File: src/rtl/atm_pkg.sv
// Shared types and parameter limits for the ATM transaction controller.
package atm_pkg;

  typedef enum logic [2:0] {
    IDLE     = 3'd0,
    PIN_WAIT = 3'd1,
    AMT_WAIT = 3'd2,
    CHECK    = 3'd3,
    DISPENSE = 3'd4,
    EJECT    = 3'd5,
    RETAIN   = 3'd6
  } atm_state_e;

  localparam int MAX_TRIES_MIN    = 1;
  localparam int MAX_TRIES_MAX    = 15;
  localparam int TIMEOUT_CYC_MIN  = 2;
  localparam int DISPENSE_CYC_MIN = 1;

endpackage

File: src/rtl/atm_idle_timer.sv
// Inactivity counter: counts while run is high, fires on its last count.
module atm_idle_timer #(
  parameter int TIMEOUT_CYC = 1000
) (
  input  logic clk,
  input  logic rst_n,
  input  logic clear,
  input  logic run,
  output logic expired
);

  localparam int CNT_W = $clog2(TIMEOUT_CYC);
  localparam logic [CNT_W-1:0] CNT_LAST = CNT_W'(TIMEOUT_CYC - 1);

  logic [CNT_W-1:0] cnt_q;
  logic [CNT_W-1:0] cnt_d;

  // Holds at the last count so a late consumer still sees expiry.
  always_comb begin
    cnt_d = cnt_q;
    if (clear) begin
      cnt_d = '0;
    end else if (run && (cnt_q != CNT_LAST)) begin
      cnt_d = cnt_q + CNT_W'(1);
    end
  end

  always_ff @(posedge clk or negedge rst_n) begin
    if (!rst_n) begin
      cnt_q <= '0;
    end else begin
      cnt_q <= cnt_d;
    end
  end

  assign expired = run && (cnt_q == CNT_LAST);

endmodule

File: src/rtl/atm_txn_ctrl.sv
// ATM transaction FSM: PIN check with retry limit, balance check and
// write-back, timed cash dispense, and card eject/retain handling.
module atm_txn_ctrl
  import atm_pkg::*;
#(
  parameter int PIN_W        = 16,
  parameter int AMT_W        = 16,
  parameter int MAX_TRIES    = 3,
  parameter int TIMEOUT_CYC  = 1000,
  parameter int DISPENSE_CYC = 4
) (
  input  logic             clk,
  input  logic             rst_n,
  input  logic             card_in,
  input  logic             cancel,
  input  logic             pin_valid,
  input  logic [PIN_W-1:0] pin_entry,
  input  logic [PIN_W-1:0] stored_pin,
  input  logic             amt_valid,
  input  logic [AMT_W-1:0] amt_req,
  input  logic [AMT_W-1:0] balance,
  output logic             dispense_cash,
  output logic [AMT_W-1:0] dispense_amt,
  output logic             balance_wr,
  output logic [AMT_W-1:0] new_balance,
  output logic             pin_err,
  output logic             insuff_funds,
  output logic             card_eject,
  output logic             card_retain,
  output logic [3:0]       tries_left,
  output logic [2:0]       state_o
);

  if (MAX_TRIES < MAX_TRIES_MIN || MAX_TRIES > MAX_TRIES_MAX ||
      TIMEOUT_CYC < TIMEOUT_CYC_MIN || DISPENSE_CYC < DISPENSE_CYC_MIN) begin : g_param_check
    $error("atm_txn_ctrl: parameter out of range");
  end

  localparam int DISP_W = $clog2(DISPENSE_CYC + 1);
  localparam logic [DISP_W-1:0] DISP_LAST = DISP_W'(DISPENSE_CYC - 1);

  function automatic logic [3:0] sat_dec(input logic [3:0] val);
    return (val == 4'd0) ? 4'd0 : val - 4'd1;
  endfunction

  atm_state_e       state_q, state_d;
  logic             card_in_q;
  logic [3:0]       tries_q, tries_d;
  logic [DISP_W-1:0] disp_q, disp_d;
  logic [AMT_W-1:0] amt_q, amt_d;
  logic [AMT_W-1:0] dispense_amt_q, dispense_amt_d;
  logic [AMT_W-1:0] new_balance_q, new_balance_d;
  logic             dispense_cash_q, dispense_cash_d;
  logic             balance_wr_q, balance_wr_d;
  logic             pin_err_q, pin_err_d;
  logic             insuff_q, insuff_d;
  logic             eject_q, eject_d;
  logic             retain_q, retain_d;
  logic             card_rise, amt_ok;
  logic             tmr_clear, tmr_run, tmr_expired;

  assign card_rise = card_in && !card_in_q;
  assign amt_ok    = (amt_q != '0) && (amt_q <= balance);
  assign tmr_run   = (state_q == PIN_WAIT) || (state_q == AMT_WAIT);

  atm_idle_timer #(
    .TIMEOUT_CYC(TIMEOUT_CYC)
  ) u_idle_timer (
    .clk    (clk),
    .rst_n  (rst_n),
    .clear  (tmr_clear),
    .run    (tmr_run),
    .expired(tmr_expired)
  );

  always_comb begin
    state_d       = state_q;
    tries_d       = tries_q;
    disp_d        = disp_q;
    amt_d         = amt_q;
    new_balance_d = new_balance_q;
    balance_wr_d  = 1'b0;
    pin_err_d     = 1'b0;
    insuff_d      = 1'b0;
    tmr_clear     = 1'b0;
    case (state_q)
      IDLE: begin
        if (card_rise) begin
          state_d   = PIN_WAIT;
          tries_d   = 4'(MAX_TRIES);
          tmr_clear = 1'b1;
        end
      end
      PIN_WAIT: begin
        if (!card_in) begin
          state_d = IDLE;
        end else if (cancel) begin
          state_d = EJECT;
        end else if (pin_valid) begin
          if (pin_entry == stored_pin) begin
            state_d   = AMT_WAIT;
            tmr_clear = 1'b1;
          end else begin
            pin_err_d = 1'b1;
            tries_d   = sat_dec(tries_q);
            if (tries_d == 4'd0) begin
              state_d = RETAIN;
            end else begin
              tmr_clear = 1'b1;
            end
          end
        end else if (tmr_expired) begin
          state_d = EJECT;
        end
      end
      AMT_WAIT: begin
        if (!card_in) begin
          state_d = IDLE;
        end else if (cancel) begin
          state_d = EJECT;
        end else if (amt_valid) begin
          amt_d   = amt_req;
          state_d = CHECK;
        end else if (tmr_expired) begin
          state_d = EJECT;
        end
      end
      CHECK: begin
        if (!card_in) begin
          state_d = IDLE;
        end else if (amt_ok) begin
          state_d       = DISPENSE;
          disp_d        = '0;
          balance_wr_d  = 1'b1;
          new_balance_d = balance - amt_q;
        end else begin
          insuff_d  = 1'b1;
          state_d   = AMT_WAIT;
          tmr_clear = 1'b1;
        end
      end
      DISPENSE: begin
        // Debit already committed: cancel and card removal are ignored here.
        if (disp_q == DISP_LAST) begin
          state_d = EJECT;
        end else begin
          disp_d = disp_q + DISP_W'(1);
        end
      end
      EJECT, RETAIN: begin
        if (!card_in) begin
          state_d = IDLE;
        end
      end
      default: state_d = IDLE;
    endcase
    dispense_cash_d = (state_d == DISPENSE);
    dispense_amt_d  = dispense_cash_d ? amt_q : '0;
    eject_d         = (state_d == EJECT);
    retain_d        = (state_d == RETAIN);
  end

  always_ff @(posedge clk or negedge rst_n) begin
    if (!rst_n) begin
      state_q         <= IDLE;
      card_in_q       <= 1'b0;
      tries_q         <= 4'd0;
      disp_q          <= '0;
      dispense_amt_q  <= '0;
      new_balance_q   <= '0;
      dispense_cash_q <= 1'b0;
      balance_wr_q    <= 1'b0;
      pin_err_q       <= 1'b0;
      insuff_q        <= 1'b0;
      eject_q         <= 1'b0;
      retain_q        <= 1'b0;
    end else begin
      state_q         <= state_d;
      card_in_q       <= card_in;
      tries_q         <= tries_d;
      disp_q          <= disp_d;
      dispense_amt_q  <= dispense_amt_d;
      new_balance_q   <= new_balance_d;
      dispense_cash_q <= dispense_cash_d;
      balance_wr_q    <= balance_wr_d;
      pin_err_q       <= pin_err_d;
      insuff_q        <= insuff_d;
      eject_q         <= eject_d;
      retain_q        <= retain_d;
    end
  end

  always_ff @(posedge clk) begin
    amt_q <= amt_d;
  end

  assign dispense_cash = dispense_cash_q;
  assign dispense_amt  = dispense_amt_q;
  assign balance_wr    = balance_wr_q;
  assign new_balance   = new_balance_q;
  assign pin_err       = pin_err_q;
  assign insuff_funds  = insuff_q;
  assign card_eject    = eject_q;
  assign card_retain   = retain_q;
  assign tries_left    = tries_q;
  assign state_o       = state_q;

endmodule

File: config.mk
export PLATFORM = sky130hd
export DESIGN_NAME = atm_txn_ctrl
export DESIGN_NICKNAME = d
export VERILOG_FILES = /design/src/rtl/atm_pkg.sv /design/src/rtl/atm_idle_timer.sv /design/src/rtl/atm_txn_ctrl.sv
export SDC_FILE = /design/constraint.sdc
export NUM_CORES = 1
export LEC_CHECK = 0
export BUFFER_PORTS_ARGS = -buffer_cell sky130_fd_sc_hd__buf_2
export CORE_ASPECT_RATIO = 1.75
export CORE_MARGIN = 3
export CORE_UTILIZATION = 45
export DETAILED_ROUTE_END_ITERATION = 7
export PLACE_DENSITY = 0.76
export SKIP_LAST_GASP = 1
export SYNTH_ARGS = -nofsm -noshare
export SYNTH_HDL_FRONTEND = slang
export SYNTH_SLANG_ARGS = --single-unit
File: constraint.sdc
create_clock -name clk -period 4.9 [get_ports clk]
set_clock_uncertainty 0.1 [all_clocks]
set_input_delay 0.245 -clock clk [delete_from_list [all_inputs] [get_ports clk]]
set_output_delay 0.245 -clock clk [all_outputs]
set_load 0.01 [all_outputs]
==> summary.md, run 1 <==
| Metric | Value |
|---|---|
| Status | `complete, no violations` |
| Power Internal | `~1.4 mW` |
| Ys async rst share | `0.787` |
| Min-delay worst type | `input pin to flop` |
| Critical path's top delay family | `compound AO/OA/AOI/OAI gates` |
| Clk buf depth | `2` |
| Worst Slack Setup Final | `1.41 ns` |
| Pre-CTS setup slack | `roughly 1.4 ns` |
| Clk_lat worst skew | `roughly 0.34 ns` |
| Reg-to-reg startpoint | `amt_q[5]` |
| Core area | `0.00909 mm²` |
| Clock Tree Root | `clkbuf_16` |
| Htree depth | `3` |
| Leakage | `between 2 and 3 nW` |
| R2r setup slk | `approximately 1.4 ns` |
| GPL Wtd Cong | `between 0.9 and 1` |
| Leading cell types in the layout, fill and taps excluded | `buf_2, dfrtp_1, nor2_1, inv_1, nor4_1` |
| Post-synthesis simple-gate area fraction | `0.194` |
| Row count | `46` |
| CTS Buf Count | `9` |
| Worst VDD drop | `around 260 µV` |
| CP Class | `flop to flop` |
| Most numerous cell on the critical path | `a21o_1` |
| Pin count of the biggest net entering global routing | `60` |
| First-pass GRT wire length | `between 15 and 20 mm` |
| Number of flops mapped to enable cells by yosys | `16` |
| Worst-Margin Slew | `about 0.96 ns` |
| Multiplexer share of the synthesized area | `0.00237` |
| Distinct cells, synth | `between 60 and 70` |
| Nets | `between 600 and 700` |
| ANT cells | `0` |
| Hold Path Sink | `card_in_q` |
| Hold Slack | `0.0118 ns` |
| Worst setup path start | `amt_q[5]` |
| Syn_area_per_cell | `between 10 and 15 µm²` |
| CTS tree | `done` |
| Xor/xnor share of the synthesized area | `0.0664` |
| Yosys top cell area share | `0.350` |
| Period utilization | `0.712` |
| Die height | `approximately 130 µm` |
| Final wirelength | `around 12 mm` |
| Sw Pwr | `a little under 0.7 mW` |
| Compound-cell area share of the yosys netlist | `0.160` |
| CTS clock-pin slew for the worst setup and hold paths | `around 0.06 ns` |
| Crit path DAT | `roughly 3.6 ns` |
| Final Cell Area | `roughly 0.0053 mm²` |
| Final ANT Viol Nets | `0` |
| DPL Wire Length | `8.67 mm` |
| Relative max-transition margin | `0.358` |
| Area leader, netlist | `dfrtp_1` |
| Max Freq | `287 MHz` |
| Sequential share of power | `0.401` |
| Synthesis-to-layout area growth | `26.7%` |
| Via density | `between 5 and 6` |
| Yosys warnings | `0` |
| RSZ-0062 raised after global routing | `no` |
| CP endpoint kind | `flop` |
| Top_reg_cell synth | `dfrtp_1` |
| Combinational cell fraction of total power | `0.281` |
| Crit start category | `flop` |
| Mapped Cells | `approximately 420` |
| Initial core utilization | `0.464` |
| Die X | `about 79 µm` |
| Hold path depth | `1` |
| Slew Limit Fails | `0` |
| Main combinational cell family by area after synthesis | `simple AND/OR/NAND/NOR gates` |
| Placed Area | `a little under 0.005 mm²` |
| DR iter-0 viols | `237` |
| Adder-cell share of the synthesized area | `0.0634` |
| Vias in the first global route | `around 4000` |
| Clock sink count | `75` |
| Final Hold Viols | `0` |
| TNS Setup | `0 ns` |
| Syn nets | `between 500 and 600` |
| DR WL/cell | `approximately 17 µm` |
| Tot GR Track Use | `0.221` |
| Drc violations | `0` |
| Hold Startpoint | `card_in` |
| FF-to-FF End | `disp_q[0]` |
| CP max FO | `34` |
| Gr ovfl total | `0` |
| Fillcell total | `780` |
| Final core utilization | `0.588` |
| Fraction of layout cells with a size suffix above 1 | `0.262` |
| DRT Pass-1 Iters | `4` |
| Max cap viols | `0` |
| Minimum period implied by the final worst setup slack | `between 3 and 4 ns` |
| Switching Share | `0.333` |
| Setup Viol. Count Final | `0` |
| R2R depth | `9` |
| Synth area leaders | `dfrtp_1, edfxtp_1, ha_1` |
| Antenna violations before repair | `0` |
| Clock Power Share | `0.317` |
| PD cells | `about 380 mW/mm²` |
| Post-Syn Area | `around 0.0042 mm²` |
| Seq/Total Area, Yosys | `0.464` |
| Critical path's largest stage delay | `roughly 0.80 ns` |
| Post-CTS Resized | `0` |
| Die area | `around 0.011 mm²` |
| Worst-path cell chain | `inv_1 > ha_1 > a21o_1 > a221o_1 > a221oi_4 > a21o_1 > o211a_4 > inv_4 > a41oi_2` |
| Buffers & Inverters on Critical Path | `2` |
| Number of port buffers | `~110` |
| Commonest non-fill, non-tap cell in the layout | `buf_2` |
| Slowest CP cell | `a21o_1` |
| Yosys reg bits | `75` |
| # IOs | `roughly 120` |
| Total number of vias | `between 3000 and 4000` |
| Worst Path Required | `5.05 ns` |
## registers in the layout, indices dropped and copies added (netlist names), 3 cells and up
name / cells
tries_left: 4
new_balance: 16
u_idle_timer.cnt_q: 10
disp_q: 3
dispense_amt: 16
amt_q: 16
state_o: 3
## power groups by stage
stage	Sequential, mW	Combinational, mW	Clock, mW
floorplan	0.828	0.374	0
global placement	0.829	0.540	0
detailed placement	0.831	0.562	0
CTS	0.822	0.577	0.656
global route	0.834	0.632	0.691
finish	0.821	0.576	0.649
## how the worst max path moves through the flow
stage / end / depth (start not counted)
floorplan: amt_q[0] / 3
global placement: disp_q[0] / 9
detailed placement: disp_q[0] / 9
CTS: disp_q[0] / 9
global route: disp_q[0] / 9
finish: disp_q[0] / 9
## metrics by stage
step | power (mW) | instances
floorplan | 1.20 | 422
global placement | 1.37 | 644
detailed placement | 1.39 | 644
CTS | 2.05 | 676
global route | 2.16 | 677
finish | 2.05 | 677
## synthesized netlist by cell type, types with 3 or more instances
cell and number:
edfxtp_1 16, nor2b_1 3, xor2_1 21, nand3_1 6
and2_1 5, ha_1 19, a211oi_1 5, o31ai_1 4
nand2_1 26, a21o_1 5, o21ai_0 21, nand4_1 10
a31oi_1 3, xnor2_1 11, nor3_1 13, nor2_1 38
clkbuf_1 4, dfrtp_1 59, buf_2 6, a21oi_1 18
o211ai_1 3, and3_1 3, inv_1 31, o21a_1 6
and4_1 4, nor4_1 29, nand2b_1 6
## cells by family after synthesis
logic type / count (synthesis)
XOR/XNOR: 32
adder cells (fa/ha/maj): 21
flip-flops: 75
multiplexers: 1
AND/OR/NAND/NOR: 154
AO/OA/AOI/OAI: 91
buffers and inverters: 48
## cell type report
type	instances	area [µm²]	share of cell area
tap	120	150	0.0281
multi-input combinational	299	2060	0.385
timing repair buffer	133	756	0.141
clock inverter	6	66.3	0.0124
sequential	75	1960	0.366
inverter	34	130	0.0243
clock buffer	10	229	0.0428
## timing repair
action,in CTS,in global routing
hold buffers,16,1
hold endpoints to repair,74,1
buffers inserted,0,0
## layer usage
layer,track usage,share of wire,vias up,wire (µm)
li1,-,-,1795,-
met1,0.219,0.35,1797,4120
met2,0.424,0.56,146,6570
met3,0.0397,0.054,24,627
met4,0.108,0.032,0,372
met5,0,0,-,0
Power figures use the tool's default switching activity.
==> run 2, diff against run 1 <==
Settings changed: PLACE_DENSITY 0.76 to 0.79.
Clock period 4.9 ns to 2.8 ns, I/O delays scaled along.
==> run 2 against run 1 <==
Net effect: first-iteration DRC count down 16%; worst hold slack better by 0.14 ns; design area up 3.2%; clock power up 79%; flip-flop and latch count unchanged; global-route usage up 1.9 points; wire length up 5.7%; critical path depth unchanged; core utilization up 1.9 points; sequential share of layout area down 1.1 points; via count up 2.6%; sequential power up 75%; critical endpoint is now new_balance[11]; largest cell class unchanged; largest power group unchanged.
==> summary.md, run 2 (synthesis gave the netlist of run 1 again) <==
| Metric | Value |
|---|---|
| Placed insts | `approximately 650` |
| Pre-CTS setup slack | `around 0.031 ns` |
| Commonest non-fill, non-tap cell in the layout | `buf_2` |
| Gr ovfl total | `0` |
| CTS tree | `done` |
| PD cells | `about 670 mW/mm²` |
| Setup Viol. Count Final | `0` |
| Die area | `0.0106 mm²` |
| Worst-Margin Slew | `1.11 ns` |
| DRT Pass-1 Iters | `4` |
| Reg-to-reg startpoint | `amt_q[5]` |
| Leading cell types in the layout, fill and taps excluded | `buf_2, dfrtp_1, nor2_1, inv_1, nand2_1` |
| Leakage | `2.61 nW` |
| Core area | `0.00909 mm²` |
| Final wirelength | `between 10 and 15 mm` |
| Synthesis-to-layout area growth | `30.7%` |
| Min-delay worst type | `input pin to flop` |
| Hold Startpoint | `balance[0]` |
| Max cap viols | `0` |
| Final instance count without filler cells | `between 600 and 700` |
| CTS clock-pin slew for the worst setup and hold paths | `around 0.060 ns` |
| Die height | `about 130 µm` |
| DPL Wire Length | `between 9 and 10 mm` |
| Final Hold Viols | `0` |
| Crit path DAT | `2.79 ns` |
| Fillcell total | `between 700 and 800` |
| Nets | `around 660` |
| Relative max-transition margin | `0.261` |
| GPL Wtd Cong | `0.877` |
| Vias in the first global route | `roughly 4000` |
| Final ANT Viol Nets | `0` |
| Period utilization | `0.951` |
| Clk_lat worst skew | `0.34 ns` |
| Clock Tree Root | `clkbuf_16` |
| Clock sink count | `75` |
| Total number of vias | `3860` |
| # IOs | `between 100 and 150` |
| Worst VDD drop | `about 450 µV` |
| Fraction of layout cells with a size suffix above 1 | `0.291` |
| Worst Path Required | `just under 3 ns` |
| Row count | `between 40 and 50` |
| Clk buf depth | `2` |
| CTS Buf Count | `9` |
| Minimum period implied by the final worst setup slack | `between 2 and 3 ns` |
| DR WL/cell | `between 15 and 20 µm` |
| Max Freq | `around 380 MHz` |
| Number of port buffers | `114` |
| Total power | `3.67 mW` |
| DR iter-0 viols | `a little under 200` |
| R2R depth | `9` |
| Via density | `5.59` |
| CP endpoint kind | `flop` |
| Crit start category | `flop` |
| R2r setup slk | `0.14 ns` |
| Initial core utilization | `0.464` |
| Hold Path Sink | `new_balance[0]` |
| FF-to-FF End | `new_balance[11]` |
| Tot GR Track Use | `0.240` |
| Slew Limit Fails | `0` |
| Antenna violations before repair | `0` |
| Pin count of the biggest net entering global routing | `50` |
| Htree depth | `3` |
| CP Class | `flop to flop` |
| Hold path depth | `4` |
| CP max FO | `25` |
| Worst Slack Setup Final | `around 0.14 ns` |
| Status | `complete, no violations` |
| Die X | `between 70 and 80 µm` |
| ANT cells | `0` |
| First-pass GRT wire length | `19.5 mm` |
| Drc violations | `0` |
-- run 2: changes by cell type in the layout (fill, tap and decap cells not counted), sizes merged --
cell,change
clkbuf,+2
dlygate4sd3,+1
clkinv,-1
buf,+11
o211a,+1
clkinvlp,-1
-- run 2: report_power, final --
group	leakage (nW)	internal, mW	switching (mW)
clock	0.143	0.715	0.447
combinational	1.53	0.444	0.629
sequential	0.936	1.28	0.155
-- run 2: area by class of cell --
class,instances,area [µm²],area share
inverter,34,133,0.0240
clock inverter,4,51.3,0.00930
timing repair buffer,145,861,0.156
tap,120,150,0.0272
clock buffer,12,246,0.0447
sequential,75,1960,0.355
multi-input combinational,300,2120,0.384
-- run 2: stage by stage --
stage	hold slack (ns)	utilization	TNS, ns	instance area, µm²
floorplan	-0.256	-	0	4230
global placement	0.216	0.546	0	4960
detailed placement	0.218	0.546	0	4960
CTS	0.156	0.599	0	5450
global route	0.181	0.606	-0.00606	5520
finish	0.149	0.606	0	5520
-- run 2: worst max-delay path: stages, from the launching register on --
cell and delay [ns]:
edfxtp_1 0.42, inv_1 0.10, ha_1 0.29, a21o_1 0.20, a221o_1 0.37, a221oi_4 0.36, a21o_4 0.22, buf_12 0.16
a31oi_1 0.05, a32o_1 0.26
-- run 2: worst max-delay path by stage --
| stage | start | to | cells past startpoint |
|---|---|---|---|
| finish | amt_q[5] | new_balance[11] | 9 |
| detailed placement | amt_q[0] | u_idle_timer.cnt_q[6] | 8 |
| global placement | amt_q[0] | u_idle_timer.cnt_q[6] | 8 |
| floorplan | amt_q[0] | dispense_amt[10] | 10 |
| global route | amt_q[6] | new_balance[15] | 10 |
| CTS | amt_q[0] | dispense_amt[13] | 8 |
-- run 2: repair_timing --
item                                    4_1_cts  5_1_grt
endpoints found under the setup margin        1       36
buffers inserted                              0        3
gates resized for setup                       1       11
gates cloned                                  0        1
endpoints found under the hold margin        64        0
pin swaps                                     0        5
hold buffers                                 18        0
-- run 2: metal layers --
| layer | up-vias | GRT usage | share of wire | wire length [µm] |
|---|---|---|---|---|
| met4 | 0 | 0.146 | 0.055 | 675 |
| met1 | 1825 | 0.237 | 0.35 | 4290 |
| met5 | - | 0 | 0 | 0 |
| li1 | 1833 | - | - | - |
| met2 | 160 | 0.447 | 0.54 | 6700 |
| met3 | 42 | 0.0450 | 0.055 | 685 |
